<file path="src/rtl/multdiv_sequencer_pkg.sv">
// Shared constants for the multiply/divide sequencer: instruction decode fields,
// FSM state encoding and the exception status codes written to the status register.
package multdiv_sequencer_pkg;

    localparam logic [4:0] OPCODE_ALU = 5'b00000;
    localparam logic [4:0] ALUOP_MUL  = 5'b00110;
    localparam logic [4:0] ALUOP_DIV  = 5'b00111;

    localparam logic [1:0] ST_IDLE = 2'd0;
    localparam logic [1:0] ST_MULT = 2'd1;
    localparam logic [1:0] ST_DIV  = 2'd2;
    localparam logic [1:0] ST_DONE = 2'd3;

    localparam logic [31:0] EXC_CODE_MULT = 32'd4;
    localparam logic [31:0] EXC_CODE_DIV  = 32'd5;

    localparam int COUNT_WIDTH = 6;

    typedef struct packed {
        logic       is_mult;
        logic       is_div;
        logic [4:0] rd;
    } md_decode_t;

    function automatic md_decode_t decode_ir(input logic [31:0] ir);
        md_decode_t d;
        d.is_mult = (ir[31:27] == OPCODE_ALU) && (ir[6:2] == ALUOP_MUL);
        d.is_div  = (ir[31:27] == OPCODE_ALU) && (ir[6:2] == ALUOP_DIV);
        d.rd      = ir[26:22];
        return d;
    endfunction

endpackage

</file>
<file path="src/rtl/multdiv_sequencer_timeout_counter.sv">
// Cycle counter for an in-flight mult/div; flags the cycle in which the
// operation has run out of its allotted time.
module md_timeout_counter
    import multdiv_sequencer_pkg::*;
#(
    parameter int LIMIT = 40
) (
    input  logic clock,
    input  logic reset,
    input  logic clear,
    input  logic enable,
    output logic terminal
);

    localparam logic [COUNT_WIDTH-1:0] LAST_COUNT = COUNT_WIDTH'(LIMIT - 1);

    logic [COUNT_WIDTH-1:0] count;

    always_ff @(posedge clock or negedge reset) begin
        if (!reset) begin
            count <= '0;
        end else if (clear) begin
            count <= '0;
        end else if (enable) begin
            count <= count + 1'b1;
        end
    end

    // Counting the current cycle would bring the total up to LIMIT.
    assign terminal = enable && (count == LAST_COUNT);

endmodule

</file>
<file path="src/rtl/multdiv_sequencer.sv">
// Issues mult/div instructions to an iterative unit, stalls the pipeline while it
// runs, and produces a one-cycle write-back of the result or an exception status.
module multdiv_sequencer
    import multdiv_sequencer_pkg::*;
#(
    parameter int TIMEOUT     = 40,
    parameter int RSTATUS_REG = 30
) (
    input  logic        clock,
    input  logic        reset,
    input  logic [31:0] dx_ir,
    input  logic [31:0] dx_a,
    input  logic [31:0] dx_b,
    input  logic        issue_kill,
    input  logic [31:0] md_result,
    input  logic        md_exception,
    input  logic        md_ready,
    output logic        ctrl_mult,
    output logic        ctrl_div,
    output logic [31:0] md_op_a,
    output logic [31:0] md_op_b,
    output logic        mult_running,
    output logic        div_running,
    output logic        wb_valid,
    output logic [4:0]  wb_rd,
    output logic [31:0] wb_data
);

    localparam logic [4:0] RSTATUS_RD = 5'(RSTATUS_REG);

    logic [1:0]  state;
    md_decode_t  dec;
    logic        issue_ok;
    logic        counting;
    logic        timed_out;
    logic [4:0]  op_rd;
    logic        op_is_div;
    logic [31:0] result_q;
    logic        exc_q;
    logic        unused_ir;

    assign dec       = decode_ir(dx_ir);
    assign unused_ir = ^{dx_ir[21:7], dx_ir[1:0]};

    // Start pulses are combinational so issue, operand latch and start share a cycle.
    assign issue_ok  = reset && (state == ST_IDLE) && !issue_kill;
    assign ctrl_mult = issue_ok && dec.is_mult;
    assign ctrl_div  = issue_ok && dec.is_div;

    assign mult_running = (state == ST_MULT);
    assign div_running  = (state == ST_DIV);
    assign counting     = mult_running || div_running;

    md_timeout_counter #(
        .LIMIT (TIMEOUT)
    ) u_timeout (
        .clock    (clock),
        .reset    (reset),
        .clear    (ctrl_mult || ctrl_div),
        .enable   (counting && !md_ready),
        .terminal (timed_out)
    );

    always_ff @(posedge clock or negedge reset) begin
        if (!reset) begin
            state     <= ST_IDLE;
            md_op_a   <= '0;
            md_op_b   <= '0;
            op_rd     <= '0;
            op_is_div <= 1'b0;
            result_q  <= '0;
            exc_q     <= 1'b0;
        end else begin
            case (state)
                ST_IDLE: begin
                    if (ctrl_mult || ctrl_div) begin
                        md_op_a   <= dx_a;
                        md_op_b   <= dx_b;
                        op_rd     <= dec.rd;
                        op_is_div <= ctrl_div;
                        exc_q     <= 1'b0;
                        state     <= ctrl_div ? ST_DIV : ST_MULT;
                    end
                end
                ST_MULT, ST_DIV: begin
                    // A ready pulse in the timeout cycle still delivers its result.
                    if (md_ready) begin
                        result_q <= md_result;
                        exc_q    <= md_exception;
                        state    <= ST_DONE;
                    end else if (timed_out) begin
                        exc_q <= 1'b1;
                        state <= ST_DONE;
                    end
                end
                default: begin
                    state <= ST_IDLE;
                end
            endcase
        end
    end

    // Exceptions always report to the status register; a clean result to r0 is dropped.
    always_comb begin
        wb_valid = 1'b0;
        wb_rd    = '0;
        wb_data  = '0;
        if (state == ST_DONE) begin
            if (exc_q) begin
                wb_valid = 1'b1;
                wb_rd    = RSTATUS_RD;
                wb_data  = op_is_div ? EXC_CODE_DIV : EXC_CODE_MULT;
            end else if (op_rd != 5'd0) begin
                wb_valid = 1'b1;
                wb_rd    = op_rd;
                wb_data  = result_q;
            end
        end
    end

endmodule

</file>
<file path="config.mk">
export PLATFORM = sky130hd
export DESIGN_NAME = multdiv_sequencer
export DESIGN_NICKNAME = d
export VERILOG_FILES = /design/src/rtl/multdiv_sequencer_pkg.sv /design/src/rtl/multdiv_sequencer_timeout_counter.sv /design/src/rtl/multdiv_sequencer.sv
export SDC_FILE = /design/constraint.sdc
export NUM_CORES = 1
export LEC_CHECK = 0
export CORE_UTILIZATION = 23
export CTS_CLUSTER_SIZE = 10
export DETAILED_ROUTE_END_ITERATION = 8
export PLACE_DENSITY_LB_ADDON = 0.1
export SYNTH_ARGS = -nofsm -noshare
export SYNTH_HDL_FRONTEND = slang
export SYNTH_HIERARCHICAL = 1
export SYNTH_SLANG_ARGS = --single-unit
export TNS_END_PERCENT = 100
</file>
<file path="constraint.sdc">
create_clock -name clock -period 2.95 [get_ports clock]
set_input_delay 0.295 -clock clock [delete_from_list [all_inputs] [get_ports clock]]
set_output_delay 0.295 -clock clock [all_outputs]
set_load 0.02 [all_outputs]
</file>
==> run metrics <==
status=completed; number of synthesized register bits=111; Post-DRT Antenna Nets=0; gpl congestion=0.7132; initial core utilization=23.66%; clock power share=27.1%; VDD IR max=0.2122 mV; Die W=149.5 um; ys async rst share=100.0%; leakage power=0.003549 uW; WP data required=2.65 ns; WP buf/inv=2; Hold Crit Class=in -> async; initial antenna violation count=0; pre-CTS setup slack=0.1818 ns; drt initial violations=124; Worst setup SP type=input port; port bufs=221; GRT overflow=0; Sw Share=28.90%; DR vias=3321; Max-Cap Viols=0; routed wire length=12980 um; Clock Path Buffers=2; Power Internal=3155 uW; crit-path max FO=3; Max-Slew Margin vs Limit=45.37%; Post-synth EDFFs=0; GR Util All Layers=11.78%; Final Net Count=688; CP arrival=2.47 ns; Die H=149.5 um; FP Rows=53; fmax=0.3619 GHz; CP Capture Type=output port; post-placement cell area=0.007452 sq mm; CTS tree=yes; clk_lat worst skew=0.35 ns; Final Hold Viols=0; htree depth=3; critical-path cell list=clkdlybuf4s50_1, or4b_4, or3_1, nor3_1, clkdlybuf4s50_1; drt pass-1 iters=4; synth unique cells=38; diode count=0; DRC viols=0; Avg WL per Cell=15.64 um; Overall Power=4438 uW; Comb power frac=28.6%; Worst Skew=0.01200 ns; Synth Warn #=6; Ports=239; top_reg_cell synth=dfrtp_1; Sequential Power Share=44.2%; setup TNS=0 ns; Seq/Total Area, Yosys=55.50%; Post-Syn Instances=326; family with the most delay on the worst path=simple AND/OR/NAND/NOR gates; post-route clock period utilization=93.67%; Switch Pwr=1282 uW; Pwr per Cell Area=573.1 mW/mm^2; Post-Syn Area=0.005005 sq mm; WHS=0.1002 ns; post-CTS sizing=1; Post-Syn Nets=464; Final Max Slew Viols=0; worst slew pin tran=0.8194 ns; Syn Area/Cell=15.35 sq um; Final setup viols=0; Via density=4.001; root buf cell=clkbuf_16; Sink Count=111; minimum clock period=2.763 ns; Clock Pin Slew Worst Setup and Hold Paths=0.08 ns; die area=0.02235 sq mm; HPWL after DPL=9257 um; final instance area=0.007744 sq mm; area delta synth->final=54.73%; Hold Buf Count CTS=0; max incr delay on CP=0.65 ns; cell repeated most along the worst path=clkdlybuf4s50_1; setup ws final=0.1867 ns; Num CTS Buffers=9; largest net degree at the start of global routing=63; RSZ-0062 raised after global routing=no; core box area=0.02115 sq mm; vias in the first global route=3512; first-pass GRT wire length=19840 um; slowest CP cell=clkdlybuf4s50_1; type of the worst setup path=in -> out; postcts setup bufs=0; layout cells sized above 1=23.96%; fillers=2050
==> flip-flops by register name, summed over array words and instances (netlist names) <==
signal / cells
op_rd: 5
u_timeout/count: 6
md_op_b: 32
result_q: 32
op_is_div: 1
md_op_a: 32
state: 2
exc_q: 1
==> path summary, 6_finish.rpt <==
| check | start | to | slack, ns | cells after the start |
|---|---|---|---|---|
| max in group asynchronous | reset | result_q[18] | 1.58 | 3 |
| setup / recovery | issue_kill | ctrl_mult | 0.19 | 5 |
| hold / removal | reset | state[1] | 0.10 | 2 |
| hold reg to reg | result_q[11] | result_q[11] | 0.50 | 1 |
| min in group clock | result_q[11] | result_q[11] | 0.50 | 1 |
| setup reg to reg | state[0] | state[0] | 0.61 | 9 |
==> Yosys cell counts (all sizes together), types with 2 or more instances <==
master	instances	share of area (%)
clkbuf	5	0.38
nor2	10	0.75
or4	2	0.38
dfrtp	111	55
mux2	103	28
buf	12	3.3
a21oi	2	0.20
and3b	2	0.35
nand4	2	0.25
or3	2	0.25
and2	30	3.8
nor3	3	0.30
xor2	3	0.53
o21ai	2	0.20
nand2	5	0.38
inv	4	0.30
o21a	6	0.90
ha	5	1.3
nand3b	3	0.45
==> kinds of logic after synthesis <==
family / Yosys count / share of synthesized area (%)
and+or+nand+nor: 66 / 7.925
DFF: 111 / 55.50
adders and majority gates: 5 / 1.250
muxes: 104 / 28.55
AOI/OAI and AO/OA: 15 / 2.050
buffers and inverters: 21 / 4.025
xor gates and xnor gates: 4 / 0.7001
==> placed cells by master (no fill, tap or decap), types with 4 or more instances in the layout <==
master and n:
nand2_1 5, ha_1 5, and2_1 30, mux2_4 69, mux2_2 34, inv_1 4, dfrtp_1 111, o21a_1 6
clkbuf_16 9, nor2_1 10, clkdlybuf4s50_1 220, buf_4 9
==> power by group through the flow <==
stage / combinational, uW / clock, uW / sequential [uW]
detailed placement: 1290 / 0 / 2000
finish: 1270 / 1200 / 1960
global placement: 1270 / 0 / 1990
floorplan: 807 / 0 / 1970
CTS: 1300 / 1270 / 1970
global route: 1390 / 1330 / 2010
==> through the flow <==
| stage | util, % | cells |
|---|---|---|
| 2_1_floorplan | - | 326 |
| 6_report | 36.61 | 830 |
| 4_1_cts | 36.61 | 830 |
| 3_5_place_dp | 35.23 | 814 |
| 5_1_grt | 36.61 | 830 |
| 3_3_place_gp | 35.23 | 814 |
==> per-layer routing <==
layer  vias to the layer above  track usage [%]  part of all wire [%]
li1                       1567                -                     -
met1                      1631            15.65                    45
met2                       113            18.43                    48
met3                        10            2.835                   6.3
met4                         0            4.439                   1.4
met5                         -                0                     0
==> final cells by class <==
type / instances / area, sq um / area share (%)
sequential: 111 / 2778 / 35.87
timing repair buffer: 230 / 2290 / 29.57
multi-input combinational: 194 / 2027 / 26.18
tap: 275 / 344.1 / 4.443
clock buffer: 10 / 239.0 / 3.086
clock inverter: 6 / 51.30 / 0.6625
inverter: 4 / 15.01 / 0.1939
No activity file was read; power rests on OpenSTA's default activity.
